File: config.mk
export PLATFORM = sky130hd
export DESIGN_NAME = pow_5_chk_fifo
export DESIGN_NICKNAME = d
export VERILOG_FILES = /design/src/rtl/pow_5_chk_fifo.sv
export SDC_FILE = /design/constraint.sdc
export NUM_CORES = 1
export LEC_CHECK = 0
export BUFFER_PORTS_ARGS = -buffer_cell sky130_fd_sc_hd__buf_2
export CORE_MARGIN = 2
export CORE_UTILIZATION = 43
export CTS_CLUSTER_DIAMETER = 150
export DETAILED_ROUTE_END_ITERATION = 8
export GPL_TIMING_DRIVEN = 0
export PLACE_DENSITY = 0.67
export SKIP_CTS_REPAIR_TIMING = 1
export SYNTH_ARGS = -nofsm -noshare
export SYNTH_HDL_FRONTEND = slang
export SYNTH_SLANG_ARGS = --single-unit
File: constraint.sdc
create_clock -name clk -period 2.5 [get_ports clk]
set_input_delay 0.5 -clock clk [delete_from_list [all_inputs] [get_ports clk]]
set_output_delay 0.5 -clock clk [all_outputs]
set_load 0.02 [all_outputs]
File: src/rtl/pow_5_chk_fifo.sv
// rtl/pow_5_chk_fifo.sv - synchronous FIFO with push/pop and full/empty flags
module pow_5_chk_fifo #(
   parameter int width = 8,
   parameter int depth = 8
) (
   input  logic             clk,
   input  logic             rst,
   input  logic             push,
   input  logic             pop,
   input  logic [width-1:0] din,
   output logic [width-1:0] dout,
   output logic             full,
   output logic             empty
);

   localparam int AW = $clog2(depth);

   // One extra pointer bit separates full from empty when the indices match
   logic [AW:0]      wr_ptr_q, wr_ptr_d;
   logic [AW:0]      rd_ptr_q, rd_ptr_d;
   logic [width-1:0] mem_q [depth];
   logic             wr_en;
   logic             rd_en;

   assign empty = (wr_ptr_q == rd_ptr_q);
   assign full  = (wr_ptr_q[AW] != rd_ptr_q[AW]) &&
                  (wr_ptr_q[AW-1:0] == rd_ptr_q[AW-1:0]);
   assign dout  = mem_q[rd_ptr_q[AW-1:0]];

   // A push into a full FIFO is only taken when a pop frees the slot this cycle
   always_comb begin
      rd_en    = pop & ~empty;
      wr_en    = push & (~full | rd_en);
      wr_ptr_d = wr_ptr_q;
      rd_ptr_d = rd_ptr_q;
      if (wr_en) wr_ptr_d = wr_ptr_q + {{AW{1'b0}}, 1'b1};
      if (rd_en) rd_ptr_d = rd_ptr_q + {{AW{1'b0}}, 1'b1};
   end

   // Pointer registers
   always_ff @(posedge clk) begin
      if (rst) begin
         wr_ptr_q <= '0;
         rd_ptr_q <= '0;
      end else begin
         wr_ptr_q <= wr_ptr_d;
         rd_ptr_q <= rd_ptr_d;
      end
   end

   // Storage array; contents are don't-care while empty so it is not reset
   always_ff @(posedge clk) begin
      if (wr_en) mem_q[wr_ptr_q[AW-1:0]] <= din;
   end

endmodule

# Word level (Yosys, flattened, before mapping)

Memories as Yosys holds them, arrays and structs flattened. A register that Yosys moved wholly into a read port is not among the register bits.
Cells that the tools add are included.

Register bits after elaboration: 8
Bits in latches: 0
Bits in writable memories: 64
Bits in read-only memories: 0
Input port bits: 12
Memories: 1

Memories:

| name  | words | bits a word | read ports | clocked after Yosys merged registers in | write ports | line | text |
|---|---|---|---|---|---|---|---|
| mem_q | 8     | 8           | 1          | 1                                       | 1           | 21   | `logic [width-1:0] mem_q [depth];` |

Add/sub/neg operators: 2
Multiply operators: 0
Divide/modulo/power cells: 0
$lt $le $gt $ge: 0
Equality and inequality tests: 3
Shifts and indexed selects: 0
Mux-type cells: 4
Bitwise operators: 5
Reductions and logical operators: 1

Operator list:

| cell                | count |
|---|---|
| $add 4x1->4 const B | 2 |
| $mux 3              | 2 |
| $eq 4x4->1          | 1 |
| $eq 3x3->1          | 1 |
| $and 1x1->1         | 2 |
| $mux 1              | 2 |
| $not 1->1           | 2 |
| $logic_and 1x1->1   | 1 |
| $ne 1x1->1          | 1 |
| $or 1x1->1          | 1 |

# Longest topological paths before layout

Gate-level depths: netlist (run 1).

Depth in word-level cells: 7
Mapped depth: 6
Gate-level depth less buffers: 5

# Least setup slack after synthesis (run 1)

Ideal clock, no wire load.

Kind: register to register
Start point: register wr_ptr_q[1]
End point: memory mem_q[0][0] (enable)
Library setup time: 0.395 ns
Arrival: 1.743 ns
Required time: 2.105 ns
Setup slack: 0.362 ns
Stages on the path, launching flop included: 6
Path buffers: 1
Clock period less this slack: 2.138 ns
Cells stage by stage: dfxtp_1 buf_4 xnor2_1 nand4_1 o21ai_0 nor4_1

Cells in the longest elaborated chain, start to end: 7
Elaborated cells on any way between the ends: 10
Those cells by class: 2 x eq/ne; 2 x mux; 5 x bitwise; 1 x reduce/logical

RTL lines:

| what                                                  | line   | text |
|---|---|---|
| start, declared                                       | 19     | `logic [AW:0] wr_ptr_q, wr_ptr_d;` |
| start signal, assigned                                | 46     | `wr_ptr_q <= wr_ptr_d;` |
| $eq 4x4->1 / $eq 3x3->1 (equally long branches)       | 25, 27 |  |
| $not 1->1 / $logic_and 1x1->1 (equally long branches) | 32, 26 |  |
| $and 1x1->1 / $not 1->1 (equally long branches)       | 32, 33 |  |
| $or 1x1->1                                            | 33     | `wr_en = push & (~full \| rd_en);` |
| $and 1x1->1                                           | 33     |  |
| $mux 1                                                | 53     | `if (wr_en) mem_q[wr_ptr_q[AW-1:0]] <= din;` |
| $mux 1 (implied by the code)                          | 53     |  |
| end, declared                                         | 21     |  |

Several ways; a longest one is shown, not always the timed one.

==> metrics.md, run 1 <==
| Metric | Value |
|---|---|
| Via-to-Cell Ratio | `5.11` |
| Power Density | `816 nW/um^2` |
| Final Hold Fails | `0` |
| Post-synthesis average cell area | `18.4 sq um` |
| Final setup vio count | `0` |
| CP arrival | `1.88 ns` |
| Clk Latency, worst-skew pair | `0.34 ns` |
| Max clock buf depth | `2` |
| CP peak stage delay | `0.51 ns` |
| Initial DRC count | `102` |
| Crit end category | `output port` |
| Flops & latches, synth | `75` |
| Non-filler instance count after layout | `302` |
| Async set or reset register ratio after synthesis | `0%` |
| Net Switching | `0.000670 W` |
| Number of max-cap violations | `0` |
| Crit share post-route | `95.1%` |
| Synthesized Nets | `178` |
| Chip Height | `87.7 um` |
| Largest net degree at the start of global routing | `13` |
| CP top delay family | `multiplexers` |
| H-tree levels | `3` |
| Critical path class | `register to output port` |
| Commonest cells in the netlist | `edfxtp_1, mux4_2, dfxtp_1` |
| Vias in the first global route | `1473` |
| Final nets | `215` |
| Initial antenna violation count | `0` |
| Dpl cells | `283` |
| Ys flop type | `edfxtp_1` |
| Most frequent cell after synthesis | `edfxtp_1` |
| Worst Max-Slew Pin Slew | `0.958 ns` |
| Fmax | `0.420 GHz` |
| Status | `completed` |
| Clk network pwr share | `33.8%` |
| N_diodes | `0` |
| Routed len/inst | `17.5 um` |
| Core ar. | `6790 sq um` |
| Synth Instances | `164` |
| Final wirelength | `5.27 mm` |
| Final Skew | `0.00557 ns` |
| Highest-delay cell along the critical path | `mux4_2` |
| Chip width | `87.7 um` |
| P_leak | `1.19 nW` |
| CTS sink cnt | `75` |
| First-pass GRT wire length | `7.94 mm` |
| Clock-pin transition on the worst setup and hold timing paths | `0.07 ns` |
| Slew headroom | `35.8%` |
| Gpl congestion | `0.715` |
| CTS Buf Count | `9` |
| Dpl hpwl | `3.36 mm` |
| Register area share after synthesis | `71.1%` |
| Combinational fraction of design power | `16.8%` |
| GRT Total Usage | `15.1%` |
| Worst-path cell chain | `buf_6 -> buf_12 -> mux4_2 -> mux2_2 -> buf_2` |
| Synthesis warning total | `0` |
| EDFF count, synth | `64` |
| Final ANT Viol Nets | `0` |
| DP Area | `3270 sq um` |
| Final-report max-slew violation count | `0` |
| Via count | `1542` |
| Layout cell share with drive strength beyond 1 | `38.8%` |
| Worst Path Required | `2.00 ns` |
| Residual DRC | `0` |
| Die area | `7690 sq um` |
| Cell Int Power | `0.00221 W` |
| Worst min path class | `input port to register` |
| Setup TNS | `0 ns` |
| DRT Pass-1 Iters | `4` |
| Clk root buf | `clkbuf_8` |
| Reg power frac | `49.4%` |
| # rows | `30` |
| Yosys cell types | `33` |
| Final min period | `2.38 ns` |
| Mapped cell area | `3010 sq um` |
| Post-synth top area share | `63.8%` |
| GRT Residual Overflow | `0` |
| # IOs | `22` |
| CTS tree | `built` |
| Largest area contributor in the netlist | `edfxtp_1` |
| Fin area | `3530 sq um` |
| Nature of the critical path startpoint | `register` |
| Initial Utilization | `44.3%` |
| CP max FO | `10` |
| I/O Buffers | `21` |
| Area Overhead vs Synth | `17.1%` |
| VDD IR max | `0.356 mV` |
| CP Buf/Inv Count | `3` |
| Switching share of power | `23.3%` |
| Synth area leaders | `edfxtp_1, mux4_2, dfxtp_1, mux2_2, xnor2_1` |
| RSZ-0062 raised after global routing | `false` |
==> layout by cell type, fill, tap and decap left out, drive strengths merged <==
master and instances:
a211o 1, a21boi 1, a21oi 3, a41o 1
buf 33, bufinv 2, clkbuf 13, clkinv 3
dfxtp 11, edfxtp 64, ha 2, inv 4
mux2 10, mux2i 2, mux4 16, nand2 3
nand2b 3, nand3 2, nand4 2, nor2 8
nor2b 2, nor3 4, nor4 1, nor4bb 1
o211ai 1, o21ai 4, o311ai 1, or3 2
xnor2 4, xor2 2
==> registers in the layout (all words and copies together), names as in the netlist, named ones only <==
name      count
mem_q        64
rd_ptr_q      4
wr_ptr_q      4
==> logic make-up after synthesis <==
kind of cell | Yosys count | share of synthesized area, %
compound gates | 12 | 2.82
xor+xnor | 6 | 1.74
fa+ha+maj | 2 | 0.830
buf+inv | 13 | 2.37
flops | 75 | 71.1
mux | 28 | 16.4
simple gates | 28 | 4.78
==> worst paths after layout <==
kind / cells past startpoint / slack [ns] / end / start
worst min register to register: 2 / 0.53 / rd_ptr_q[3] / rd_ptr_q[3]
worst max-delay path: 5 / 0.12 / dout[3] / register
worst max register to register: 6 / 0.26 / mem_q[5][6] / wr_ptr_q[1]
worst min-delay path: 1 / 0.42 / mem_q[6][1] / din[1]
==> per-layer routing <==
layer,vias up,GRT usage [%],wire [um]
met5,-,0,0
met4,0,4.20,68
met3,8,7.07,251
met2,39,24.2,2660
met1,773,18.5,2290
li1,722,-,-
==> layout make-up <==
type,count,area [sq um]
Multi-Input combinational cell,76,821
Tap cell,96,120
Inverter,4,15.0
Buffer,8,70.1
Sequential cell,75,2140
Fill cell,548,3270
Clock buffer,11,131
Timing Repair Buffer,27,150
Clock inverter,5,77.6
==> power groups by stage <==
stage               Clock (W)  Sequential [W]  Combinational, W
floorplan                   0         0.00144          0.000334
global route          0.00105         0.00143          0.000525
finish               0.000973         0.00142          0.000483
global placement            0         0.00144          0.000443
CTS                  0.000997         0.00142          0.000455
detailed placement          0         0.00144          0.000454
==> metrics by stage <==
step                util [%]  setup WS (ns)  hold slack (ns)  power, W
detailed placement      48.2          0.134            0.526   0.00190
floorplan                  -          0.362            0.494   0.00177
CTS                     51.3         -0.252            0.407   0.00287
global route            51.9         0.0333            0.406   0.00300
finish                  51.9          0.122            0.420   0.00288
global placement        47.7         -0.490            0.511   0.00189
No activity file was read; power rests on OpenSTA's default activity.
==> run 2: changes to the inputs <==
PLACE_DENSITY = unset   (was 0.67)
REMOVE_ABC_BUFFERS = 1   (was unset)
==> run 2 against run 1 <==
Net effect:
- first-iteration DRC count is 37% lower
- register-to-register slack worse by 0.13 ns
- combinational power is 26% lower
- design area is 4.0% lower
- clock power is 23% lower
- sequential power is 4% higher
- critical path depth is 2 lower
- clock-buffer cell count is 2 lower
- hold slack worse by 0.0012 ns
- worst setup slack worse by 0.024 ns
- flip-flop and latch count stayed put
- critical path type unchanged
- largest power group unchanged
==> metrics.md, run 2 (synthesis results as in run 1) <==
| Metric | Value |
|---|---|
| Status | `completed (unchanged)` |
| GRT Total Usage | `14.9% (was 15.1%)` |
| Non-filler instance count after layout | `290 (was 302)` |
| CP Buf/Inv Count | `1 (was 3)` |
| Worst min path class | `input port to register (unchanged)` |
| Final Skew | `0.00536 ns (was 0.00557 ns)` |
| VDD IR max | `0.339 mV (was 0.356 mV)` |
| Crit share post-route | `96.1% (was 95.1%)` |
| Filler cells | `571 (was 548)` |
| Layout cell share with drive strength beyond 1 | `37.6% (was 38.8%)` |
| Clock-pin transition on the worst setup and hold timing paths | `0.07 ns (about the same)` |
| Residual DRC | `0 (unchanged)` |
| Most frequent cells in the layout | `edfxtp_1, buf_2, mux4_2 (unchanged)` |
| Die area | `7690 sq um (unchanged)` |
| CP arrival | `1.90 ns (was 1.88 ns)` |
| Final min period | `2.40 ns (was 2.38 ns)` |
| Nature of the critical path startpoint | `register (unchanged)` |
| Final ANT Viol Nets | `0 (unchanged)` |
| FF-to-FF End | `mem_q[4][0] (was mem_q[5][6])` |
| Final worst slack | `0.0974 ns (was 0.122 ns)` |
| CP top delay family | `multiplexers (unchanged)` |
| Critical path class | `register to output port (unchanged)` |
| GRT Residual Overflow | `0 (unchanged)` |
| Final nets | `203 (was 215)` |
| Routed len/inst | `18.0 um (was 17.5 um)` |
| CP max FO | `16 (was 10)` |
| Number of max-cap violations | `0 (unchanged)` |
| Slew headroom | `39.4% (was 35.8%)` |
| H-tree levels | `3 (unchanged)` |
| Pre-CTS worst setup slack | `-0.164 ns (was 0.134 ns)` |
| I/O Buffers | `21 (unchanged)` |
| Dpl cells | `274 (was 283)` |
| Clk root buf | `clkbuf_8 (unchanged)` |
| Vias in the first global route | `1567 (was 1473)` |
| CTS tree | `built (unchanged)` |
| Initial antenna violation count | `0 (unchanged)` |
| Final wirelength | `5.22 mm (was 5.27 mm)` |
| Final setup vio count | `0 (unchanged)` |
| HP Start | `din[2] (was din[1])` |
| Largest net degree at the start of global routing | `17 (was 13)` |
| N_diodes | `0 (unchanged)` |
| Setup TNS | `0 ns (unchanged)` |
| Clk Latency, worst-skew pair | `0.34 ns (about the same)` |
| Worst-path cell chain | `mux4_2 -> mux2_2 -> buf_2 (was buf_6 -> buf_12 -> mux4_2 -> mux2_2 -> buf_2)` |
| RR Startpoint | `wr_ptr_q[1] (unchanged)` |
| Core ar. | `6790 sq um (unchanged)` |
| Max clock buf depth | `2 (unchanged)` |
| Worst Max-Slew Pin Slew | `0.905 ns (was 0.958 ns)` |
| First-pass GRT wire length | `7.90 mm (was 7.94 mm)` |
| Area Overhead vs Synth | `12.4% (was 17.1%)` |
| Final-report max-slew violation count | `0 (unchanged)` |
| Crit end category | `output port (unchanged)` |
| Chip width | `87.7 um (unchanged)` |
| Hold EP | `mem_q[7][2] (was mem_q[6][1])` |
| Met3 usage | `4.90% (was 7.07%)` |
| Crit path depth | `3 (was 5)` |
| Most Crowded Layer GR | `met2 (unchanged)` |
| WHS Path Cells | `1 (unchanged)` |
| Final Hold Fails | `0 (unchanged)` |
| DRT Pass-1 Iters | `4 (unchanged)` |
| Via count | `1505 (was 1542)` |
| CTS sink cnt | `75 (unchanged)` |
| RSZ-0062 raised after global routing | `true (was false)` |
| Gpl congestion | `0.759 (was 0.715)` |
| Fmax | `0.416 GHz (was 0.420 GHz)` |
| Met2 Resource Use GR | `24.4% (was 24.2%)` |
| Worst R2R Setup Slack | `0.13 ns (was 0.26 ns)` |
| CP peak stage delay | `0.57 ns (was 0.51 ns)` |
| Largest register FFs | `64 (unchanged)` |
| Initial Utilization | `44.3% (unchanged)` |
| Via-to-Cell Ratio | `5.19 (was 5.11)` |
| Power Density | `766 nW/um^2 (was 816 nW/um^2)` |
| Initial DRC count | `64 (was 102)` |
| Most common cell after layout, fill and taps aside | `edfxtp_1 (unchanged)` |
| CTS Buf Count | `9 (unchanged)` |
| Cells on worst reg2reg path | `4 (was 6)` |
| P_leak | `1.11 nW (was 1.19 nW)` |
| Dpl hpwl | `3.37 mm (was 3.36 mm)` |
| # rows | `30 (unchanged)` |
| Met1 Use GR | `17.7% (was 18.5%)` |
| Chip Height | `87.7 um (unchanged)` |
| Worst Path Required | `2.00 ns (about the same)` |
| Highest-delay cell along the critical path | `dfxtp_4 (was mux4_2)` |
| # IOs | `22 (unchanged)` |
[run 2: worst reg2reg max path: stages, from the launching register on]
cell and delay (ns):
dfxtp_1 0.57, xnor2_1 0.19, nand4_1 0.20, o21ai_0 0.26, nor3_2 0.79
[run 2: worst max-delay path by stage]
stage             endpoint   startpoint  slack [ns]
6_report           dout[2]     register         0.1
5_1_grt        mem_q[1][7]  wr_ptr_q[1]       -0.08
4_1_cts            dout[0]     register       -0.54
3_5_place_dp       dout[2]     register       -0.16
3_3_place_gp   mem_q[0][0]  wr_ptr_q[1]       -0.61
2_1_floorplan      dout[0]     register        0.23
[run 2: layer usage]
metal  share of wire [%]  wire [um]
met5                   0          0
met4                 1.8         96
met3                 4.4        230
met2                  52       2700
met1                  42       2190
[run 2: final cells by class]
class                           count  area [sq um]  area share (%)
Clock inverter                      7          35.0            1.03
Clock buffer                        9           124            3.66
Sequential cell                    75          2150            63.4
Multi-Input combinational cell     76           826            24.4
Tap cell                           96           120            3.55
Inverter                            4          15.0           0.443
Timing Repair Buffer               23           120            3.55
[run 2: report_power, final]
group          internal [W]  switching, W
sequential          0.00140     0.0000805
clock              0.000345      0.000407
combinational      0.000195      0.000162
[run 2: per-stage QoR]
stage          total power (W)  utilization (%)  hold slack [ns]  instance area, sq um
5_1_grt                0.00271             49.9            0.417                  3390
6_report               0.00259             49.9            0.419                  3390
3_3_place_gp           0.00185             46.8            0.505                  3180
3_5_place_dp           0.00187             47.4            0.521                  3220
4_1_cts                0.00262             49.7            0.407                  3380
2_1_floorplan          0.00175                -            0.488                  2960
==> run 3: changes to the inputs <==
CTS_BUF_LIST = sky130_fd_sc_hd__clkbuf_4 sky130_fd_sc_hd__clkbuf_8   (was unset)
clock period = 2.2 ns   (was 2.5 ns; I/O delays follow)
==> run 3 against run 2 <==
Net effect:
- via count increased by 1.3%
- the run now ends with negative setup slack left
- clock-buffer cell count unchanged
- core utilization increased by 2.4 points
- sequential share of layout area decreased by 2.7 points
- routed wire length increased by 2.2%
- cell count increased by 1.4%
- clock power increased by 14%
- sequential power increased by 11%
==> metrics.md, run 3 (synthesis results as in run 1) <==
| Metric | Value |
|---|---|
| Via-to-Cell Ratio | `5.19 (about the same)` |
| Worst min path class | `input port to register (unchanged)` |
| Max clock buf depth | `2 (unchanged)` |
| Area Overhead vs Synth | `17.9% (was 12.4%)` |
| Multi-input gate area | `882 sq um (was 826 sq um)` |
| Die area | `7690 sq um (unchanged)` |
| Dpl cells | `274 (unchanged)` |
| Clk network pwr share | `27.9% (was 29.0%)` |
| Violated checks | `negative setup slack` |
| Nature of the critical path startpoint | `register (unchanged)` |
| Via count | `1525 (was 1505)` |
| Number of max-cap violations | `0 (unchanged)` |
| Final setup vio count | `6 (was 0)` |
| CTS tree | `built (unchanged)` |
| Routed len/inst | `18.1 um (was 18.0 um)` |
| # rows | `30 (unchanged)` |
| Net Switching | `0.000773 W (was 0.000650 W)` |
| Initial antenna violation count | `0 (unchanged)` |
| Worst Max-Slew Pin Slew | `0.606 ns (was 0.905 ns)` |
| Final Skew | `0.00583 ns (was 0.00536 ns)` |
| Hold EP | `mem_q[2][2] (was mem_q[7][2])` |
| Final-report max-slew violation count | `0 (unchanged)` |
| First-pass GRT wire length | `7.90 mm (unchanged)` |
| Vias in the first global route | `1567 (unchanged)` |
| Filler cells | `548 (was 571)` |
| Largest net degree at the start of global routing | `17 (unchanged)` |
| N_diodes | `0 (unchanged)` |
| Met1 Use GR | `17.7% (unchanged)` |
| I/O Buffers | `21 (unchanged)` |
| HP Start | `din[2] (unchanged)` |
| Cell Int Power | `0.00231 W (was 0.00194 W)` |
| CP max FO | `8 (was 16)` |
| Crit share post-route | `102%` |
| Worst R2R Setup Slack | `0.23 ns (was 0.13 ns)` |
| Final nets | `207 (was 203)` |
| Crit end category | `output port (unchanged)` |
| # IOs | `22 (unchanged)` |
| CP arrival | `1.79 ns (was 1.90 ns)` |
| Most common cell after layout, fill and taps aside | `edfxtp_1 (unchanged)` |
| Final worst slack | `-0.0331 ns (was 0.0974 ns)` |
| Final ANT Viol Nets | `0 (unchanged)` |
| Non-filler instance count after layout | `294 (was 290)` |
| Chip width | `87.7 um (unchanged)` |
| Most frequent cells in the layout | `edfxtp_1, mux4_2, buf_2 (was edfxtp_1, buf_2, mux4_2)` |
| Combinational fraction of design power | `18.5% (was 13.8%)` |
| Switching share of power | `25.1% (about the same)` |
| Chip Height | `87.7 um (unchanged)` |
| Hold Slack | `0.363 ns (was 0.419 ns)` |
| CTS sink cnt | `75 (unchanged)` |
| Met2 Resource Use GR | `24.4% (unchanged)` |
| WHS Path Cells | `1 (unchanged)` |
| Initial Utilization | `44.3% (unchanged)` |
| Final Hold Fails | `0 (unchanged)` |
| Final wirelength | `5.34 mm (was 5.22 mm)` |
| Storage cell area | `2160 sq um (was 2150 sq um)` |
| Clk Latency, worst-skew pair | `0.34 ns (about the same)` |
| FF-to-FF End | `mem_q[6][6] (was mem_q[4][0])` |
| Slew headroom | `59.6% (was 39.4%)` |
| Layout cell share with drive strength beyond 1 | `42.4% (was 37.6%)` |
| Initial DRC count | `71 (was 64)` |
| Residual DRC | `0 (unchanged)` |
| Reg power frac | `53.5% (was 57.2%)` |
| Gpl congestion | `0.759 (unchanged)` |
| Clk root buf | `clkbuf_8 (unchanged)` |
| Most Crowded Layer GR | `met2 (unchanged)` |
| Clock-pin transition on the worst setup and hold timing paths | `0.07 ns (about the same)` |
| Critical path class | `register to output port (unchanged)` |
| Cells on worst reg2reg path | `4 (unchanged)` |
| H-tree levels | `3 (unchanged)` |
| Fmax | `0.448 GHz` |
| DRT Pass-1 Iters | `4 (unchanged)` |
| Largest register FFs | `64 (unchanged)` |
| VDD IR max | `0.424 mV (was 0.339 mV)` |
| CTS Buf Count | `9 (unchanged)` |
| GRT Total Usage | `14.9% (unchanged)` |
| P_leak | `1.16 nW (was 1.11 nW)` |
| Core ar. | `6790 sq um (unchanged)` |
| RSZ-0062 raised after global routing | `true (unchanged)` |
| RR Startpoint | `wr_ptr_q[0] (was wr_ptr_q[1])` |
| Status | `finished, violations left (was completed)` |
| GRT Residual Overflow | `0 (unchanged)` |
| Dpl hpwl | `3.37 mm (unchanged)` |
| Worst Path Required | `1.76 ns (was 2.00 ns)` |
| Met3 usage | `4.90% (unchanged)` |
| Power Density | `868 nW/um^2 (was 766 nW/um^2)` |
| Final min period | `2.23 ns` |
-- run 3: area by class of cell --
cell class / instances / area share [%]
inverter: 4 / 0.423
tap: 96 / 3.38
multi-input combinational: 76 / 24.8
sequential: 75 / 60.7
clock inverter: 7 / 0.986
timing repair buffer: 27 / 6.23
clock buffer: 9 / 3.49
-- run 3: worst max-delay path by stage --
stage           startpoint     endpoint  cells after the start
6_report          register      dout[0]                      4
2_1_floorplan     register      dout[0]                      2
4_1_cts           register      dout[0]                      3
5_1_grt           register      dout[0]                      4
3_5_place_dp      register      dout[2]                      3
3_3_place_gp   wr_ptr_q[1]  mem_q[0][0]                      4
-- run 3: power by group through the flow --
| stage | registers (W) | clock network (W) | logic [W] |
|---|---|---|---|
| after floorplan | 0.00169 | 0 | 0.000303 |
| after global placement | 0.00171 | 0 | 0.000395 |
| after detailed placement | 0.00172 | 0 | 0.000413 |
| after CTS | 0.00168 | 0.000885 | 0.000414 |
| after global routing | 0.00166 | 0.000941 | 0.000615 |
| final | 0.00165 | 0.000862 | 0.000572 |
-- run 3: stage by stage --
| step | TNS (ns) | total power [W] | worst slack, ns | util, % | instance area [sq um] |
|---|---|---|---|---|---|
| after global placement | -23.54 | 0.00211 | -0.906 | 46.8 | 3180 |
| after floorplan | -0.0736 | 0.00199 | -0.00920 | - | 2960 |
| after global routing | -0.493 | 0.00321 | -0.0797 | 52.3 | 3550 |
| after detailed placement | -9.54 | 0.00213 | -0.404 | 47.4 | 3220 |
| after CTS | -13.36 | 0.00298 | -0.782 | 49.7 | 3380 |
| final | -0.147 | 0.00309 | -0.0331 | 52.3 | 3550 |
-- run 3: per-layer routing --
layer  wire length [um]  vias to the layer above
li1                   -                      713
met1               2310                      780
met5                  0                        -
met4                 99                        0
met2               2710                       23
met3                212                        9
-- run 3: worst max-delay path, cell delays in order, from the launching register on --
cell and delay (ns):
dfxtp_4 0.39, buf_12 0.15, mux4_2 0.49, mux2_2 0.28
buf_6 0.13
